===== config.mk =====
export PLATFORM = sky130hd
export DESIGN_NAME = tiny8_sequencer
export DESIGN_NICKNAME = d
export VERILOG_FILES = /design/src/rtl/tiny8_sequencer.sv
export SDC_FILE = /design/constraint.sdc
export NUM_CORES = 1
export LEC_CHECK = 0
export BUFFER_PORTS_ARGS = -buffer_cell sky130_fd_sc_hd__buf_2
export CORE_AREA = 2 2 39 41
export CTS_CLUSTER_DIAMETER = 80
export DETAILED_ROUTE_END_ITERATION = 7
export DIE_AREA = 0 0 41 43
export GPL_TIMING_DRIVEN = 0
export PLACE_DENSITY = 0.74
export SYNTH_ARGS = -nofsm -noshare
export SYNTH_HDL_FRONTEND = slang
export SYNTH_SLANG_ARGS = --single-unit
export TNS_END_PERCENT = 10

===== constraint.sdc =====
create_clock -name clk -period 1.12 [get_ports clk]
set_input_delay 0.112 -clock clk [delete_from_list [all_inputs] [get_ports clk]]
set_output_delay 0.112 -clock clk [all_outputs]
set_load 0.02 [all_outputs]

===== src/rtl/tiny8_sequencer.sv =====
// tiny8 control sequencer: multi-byte fetch, memory wait handshake, sticky HALT/FAULT.
// Optional memory-timeout watchdog compiled in with `define TINY8_MEM_TIMEOUT_EN.
module tiny8_sequencer #(
    parameter int FETCH_BYTES    = 1,
    parameter int TIMEOUT_CYCLES = 15
) (
    input  logic                clk,
    input  logic                rst,
    input  logic [2:0]          op_class,
    input  logic                branch_taken,
    input  logic                mem_resp,
    output logic                mem_read,
    output logic                mem_write,
    output logic                load_pc,
    output logic                load_acc,
    output logic                load_regfile,
    output logic                load_ir,
    output logic [((FETCH_BYTES > 1) ? $clog2(FETCH_BYTES) : 1)-1:0] ir_byte_sel,
    output logic                pcmux_sel,
    output logic                alumux1_sel,
    output logic                alumux2_sel,
    output logic [1:0]          addrmux_sel,
    output logic                halted,
    output logic                fault,
    output logic [2:0]          state_dbg
);
    localparam int BW = (FETCH_BYTES > 1) ? $clog2(FETCH_BYTES) : 1;
    localparam logic [BW-1:0] LAST_BYTE = BW'(FETCH_BYTES - 1);

    localparam logic [2:0] OP_ALU    = 3'd0;
    localparam logic [2:0] OP_LOAD   = 3'd1;
    localparam logic [2:0] OP_STORE  = 3'd2;
    localparam logic [2:0] OP_BRANCH = 3'd3;
    localparam logic [2:0] OP_HALT   = 3'd4;
    localparam logic [2:0] OP_MOV    = 3'd5;

    typedef enum logic [2:0] {
        S_FETCH1  = 3'd0,
        S_FETCH2  = 3'd1,
        S_DECODE  = 3'd2,
        S_EXECUTE = 3'd3,
        S_MEMORY  = 3'd4,
        S_HALT    = 3'd5,
        S_FAULT   = 3'd6
    } state_t;

    state_t          state_reg, state_next;
    logic [BW-1:0]   byte_cnt_reg, byte_cnt_next;
    logic [2:0]      op_q_reg, op_q_next;
    logic            timeout;

`ifdef TINY8_MEM_TIMEOUT_EN
    localparam int WW = $clog2(TIMEOUT_CYCLES + 1);
    logic [WW-1:0] wait_reg, wait_next;
    logic          waiting;

    // A strobe is outstanding in FETCH1 and MEMORY; count only unanswered cycles.
    assign waiting   = ((state_reg == S_FETCH1) || (state_reg == S_MEMORY)) && !mem_resp;
    assign timeout   = waiting && (wait_reg == WW'(TIMEOUT_CYCLES - 1));
    assign wait_next = (waiting && !timeout) ? wait_reg + WW'(1) : '0;

    always_ff @(posedge clk) begin
        if (rst) wait_reg <= '0;
        else     wait_reg <= wait_next;
    end
`else
    assign timeout = 1'b0;
`endif

    always_comb begin
        state_next    = state_reg;
        byte_cnt_next = byte_cnt_reg;
        op_q_next     = op_q_reg;
        case (state_reg)
            S_FETCH1: begin
                if (mem_resp)     state_next = S_FETCH2;
                else if (timeout) state_next = S_FAULT;
            end
            S_FETCH2: begin
                if (byte_cnt_reg == LAST_BYTE) begin
                    byte_cnt_next = '0;
                    state_next    = S_DECODE;
                end else begin
                    byte_cnt_next = byte_cnt_reg + BW'(1);
                    state_next    = S_FETCH1;
                end
            end
            S_DECODE: begin
                op_q_next = op_class;
                case (op_class)
                    OP_ALU, OP_BRANCH, OP_MOV: state_next = S_EXECUTE;
                    OP_LOAD, OP_STORE:         state_next = S_MEMORY;
                    OP_HALT:                   state_next = S_HALT;
                    default:                   state_next = S_FAULT;
                endcase
            end
            S_EXECUTE: state_next = S_FETCH1;
            S_MEMORY: begin
                if (mem_resp)     state_next = S_FETCH1;
                else if (timeout) state_next = S_FAULT;
            end
            S_HALT:  state_next = S_HALT;
            S_FAULT: state_next = S_FAULT;
            default: state_next = S_FAULT;
        endcase
    end

    always_ff @(posedge clk) begin
        if (rst) begin
            state_reg    <= S_FETCH1;
            byte_cnt_reg <= '0;
            op_q_reg     <= '0;
        end else begin
            state_reg    <= state_next;
            byte_cnt_reg <= byte_cnt_next;
            op_q_reg     <= op_q_next;
        end
    end

    // Outputs decode the current state; reset masks everything to 0 immediately.
    always_comb begin
        mem_read     = 1'b0;
        mem_write    = 1'b0;
        load_pc      = 1'b0;
        load_acc     = 1'b0;
        load_regfile = 1'b0;
        load_ir      = 1'b0;
        ir_byte_sel  = '0;
        pcmux_sel    = 1'b0;
        alumux1_sel  = 1'b0;
        alumux2_sel  = 1'b0;
        addrmux_sel  = 2'd0;
        halted       = 1'b0;
        fault        = 1'b0;
        state_dbg    = 3'd0;
        if (!rst) begin
            state_dbg = state_reg;
            case (state_reg)
                S_FETCH1: mem_read = 1'b1;
                S_FETCH2: begin
                    load_ir     = 1'b1;
                    ir_byte_sel = byte_cnt_reg;
                    load_pc     = 1'b1;
                end
                S_EXECUTE: begin
                    case (op_q_reg)
                        OP_ALU:    load_acc     = 1'b1;
                        OP_MOV:    load_regfile = 1'b1;
                        OP_BRANCH: begin
                            load_pc   = branch_taken;
                            pcmux_sel = branch_taken;
                        end
                        default: ;
                    endcase
                end
                S_MEMORY: begin
                    addrmux_sel = 2'd1;
                    if (op_q_reg == OP_LOAD) begin
                        mem_read = 1'b1;
                        if (mem_resp) begin
                            load_acc    = 1'b1;
                            alumux2_sel = 1'b1;
                        end
                    end else begin
                        mem_write = 1'b1;
                    end
                end
                S_HALT:  halted = 1'b1;
                S_FAULT: fault  = 1'b1;
                default: ;
            endcase
        end
    end
endmodule


==> impl_results.md <==
- Outcome: complete, but fails checks
- Failing checks: negative setup slack
- Yosys reg bits: 6
- CTS Buf Count: 3
- Area growth from synthesis to layout: 59.5%
- Final worst-path cycle share: 1.44
- Crit path arrival time: 1500 ps
- Hold Slack: 85.3 ps
- Routed WL: around 1200 um
- Final Max Slew Viols: 0
- R2R cell count: 4
- Starting DRC count in detailed routing: 6
- Vias/cell: 5.06
- H-Tree Depth: 1
- Final setup margin: -488 ps
- Nets: 99
- Global route overflow: 0
- Sequential share of the synthesized area: 0.239
- Worst Setup End Kind: primary output
- Avg Cell Area, Syn: 7.74 um2
- Longest Clk Path Bufs: 2
- Hold Path Class: in -> reg
- First-pass GRT wire length: 1880 um
- IO Count: 24
- Leakage: 0.000340 uW
- Most frequent cells in the layout: 11 x buf_4, 9 x buf_2, 7 x a21oi_1
- Place WS: -296 ps
- FF-to-FF Start: state_reg[0]
- Max Fanout on Critical Path: 5
- Die width: 41 um
- Gate Count Post-Synth: 65
- Layout Skew: 1.77 ps
- Final hold viol count: 0
- Crit path launch type: flip-flop
- CTS Hold Buffers Added: 0
- Share of cells above drive strength 1: 0.567
- Clk Latency, worst-skew pair: 240 ps
- Leading cell type in the layout, fill and taps excluded: buf_4
- Synthesized area: 503 um2
- Initial Utilization: 0.363
- Routed length per instance: 11.5 um
- P per Cell Area: 875 mW/mm2
- Hold Path End: op_q_reg[0]
- Synth cell types: 30
- Post-route ant nets: 0
- Register Area: between 100 and 150 um2
- TritonCTS clock tree: built
- # port buffers: 19
- Initial antenna violation count: 0
- Crit Reg-Reg Endpoint: op_q_reg[2]
- RSZ-0062 raised after global routing: true
- Hold path startpoint: rst
- R2r setup slk: about 120 ps
- Tmin final: 1610 ps
- # setup viols final: 12
- GRT Total Usage: 0.161
- Vias in the first global route: 438
- Setup CP Type: reg -> out
- CTS sink cnt: 6
- # rows: 14
- Hpwl dp: 864 um
- Hold Path Cell Cnt: 2
- Drt drc: 0
- Height of the chip: roughly 43 um
- Max-Cap Viols: 0
- Area of the die: between 0.0015 and 0.002 mm2
- First-pass iteration count of the detailed router: 4
- Yosys warns: 0
- Inserted Diodes: 0
- GP Congestion: 0.717
- Req. time, crit path: 1010 ps
- Worst-path clk slew: 40 ps
- Vias: 536
- Largest net degree at the start of global routing: 11
- Power, Total: 702 uW
- Area of the multi-input gates: 418 um2
- Clk root buf: clkbuf_4
- VDD IR max: 0.000451 V
- Fmax: between 600 and 700 MHz
- Placeable Area: 0.00138 mm2
- Fill cells: 132
stage by stage:
stage / util / setup TNS (ps) / cell area (um2) / std cells
global route: 0.580 / -3500 / 802 / 106
CTS: 0.559 / -2670 / 773 / 106
detailed placement: 0.479 / -1100 / 663 / 102
global placement: 0.479 / -1060 / 663 / 102
finish: 0.580 / -2690 / 802 / 106
floorplan: - / -810 / 548 / 67
synth_stat cells:
library cell	n	area (um2)
a21oi_1	7	35.0
dfxtp_1	6	120
nor2_1	6	22.5
nand2_1	5	18.8
o21ai_0	5	25.0
buf_4	3	22.5
nand2b_1	3	18.8
nor2b_1	3	18.8
nor3b_1	3	22.5
a211oi_1	2	15.0
inv_1	2	7.51
nor3_1	2	10.0
a2111oi_2	1	15.0
a211oi_2	1	12.5
a2bb2oi_1	1	8.76
and3_2	1	7.51
and4b_2	1	11.3
buf_2	1	5.00
buf_6	1	11.3
clkbuf_1	1	3.75
conb_1	1	3.75
nand2b_2	1	8.76
nand2b_4	1	13.8
nand3_1	1	5.00
nand4b_1	1	8.76
nor3_2	1	10.0
nor3b_2	1	12.5
or3b_4	1	11.3
xnor2_1	1	8.76
xor2_1	1	8.76
cell families after synthesis:
family | share of synthesized area
flip-flops | 0.239
AND/OR/NAND/NOR | 0.398
XOR/XNOR | 0.0348
AO/OA/AOI/OAI | 0.221
buffers and inverters | 0.0995
other | 0.00746
report_power, final:
group / leakage [uW] / total (uW) / switching, uW / internal (uW)
Clock: 0.0000138 / 199 / 78.1 / 121
Combinational: 0.000274 / 242 / 125 / 117
Sequential: 0.0000525 / 261 / 30.4 / 230
critical path, stage by stage (launching register included):
cell,delay [ps]
dfxtp_2,340
or3b_4,430
a2111oi_4,290
buf_4,190
how the worst max path moves through the flow:
stage	endpoint	slack (ps)	depth (start not counted)	startpoint
2_1_floorplan	load_acc	-220	4	state_reg[2]
3_3_place_gp	mem_read	-290	3	op_q_reg[0]
3_5_place_dp	mem_read	-300	3	op_q_reg[0]
4_1_cts	mem_read	-490	3	op_q_reg[2]
5_1_grt	mem_read	-550	3	op_q_reg[2]
6_report	mem_read	-490	3	op_q_reg[2]
area by class of cell:
class / instances / area share
multi-input combinational: 53 / 0.521
timing repair buffer: 20 / 0.173
sequential: 6 / 0.168
buffer: 6 / 0.0749
clock buffer: 3 / 0.0281
tap: 16 / 0.0250
inverter: 2 / 0.00936
repair_timing:
action                     in CTS  in global routing
setup endpoints to repair      17                 16
pin swaps                       6                  1
buffers inserted                1                  0
resized for setup              25                 10
metal layers:
layer | vias up | global-route usage | part of all wire
li1 | 273 | - | -
met1 | 238 | 0.194 | 0.47
met2 | 22 | 0.238 | 0.45
met3 | 3 | 0.0471 | 0.059
met4 | 0 | 0.100 | 0.016
met5 | - | 0 | 0
No activity file was read; power rests on OpenSTA's default activity.
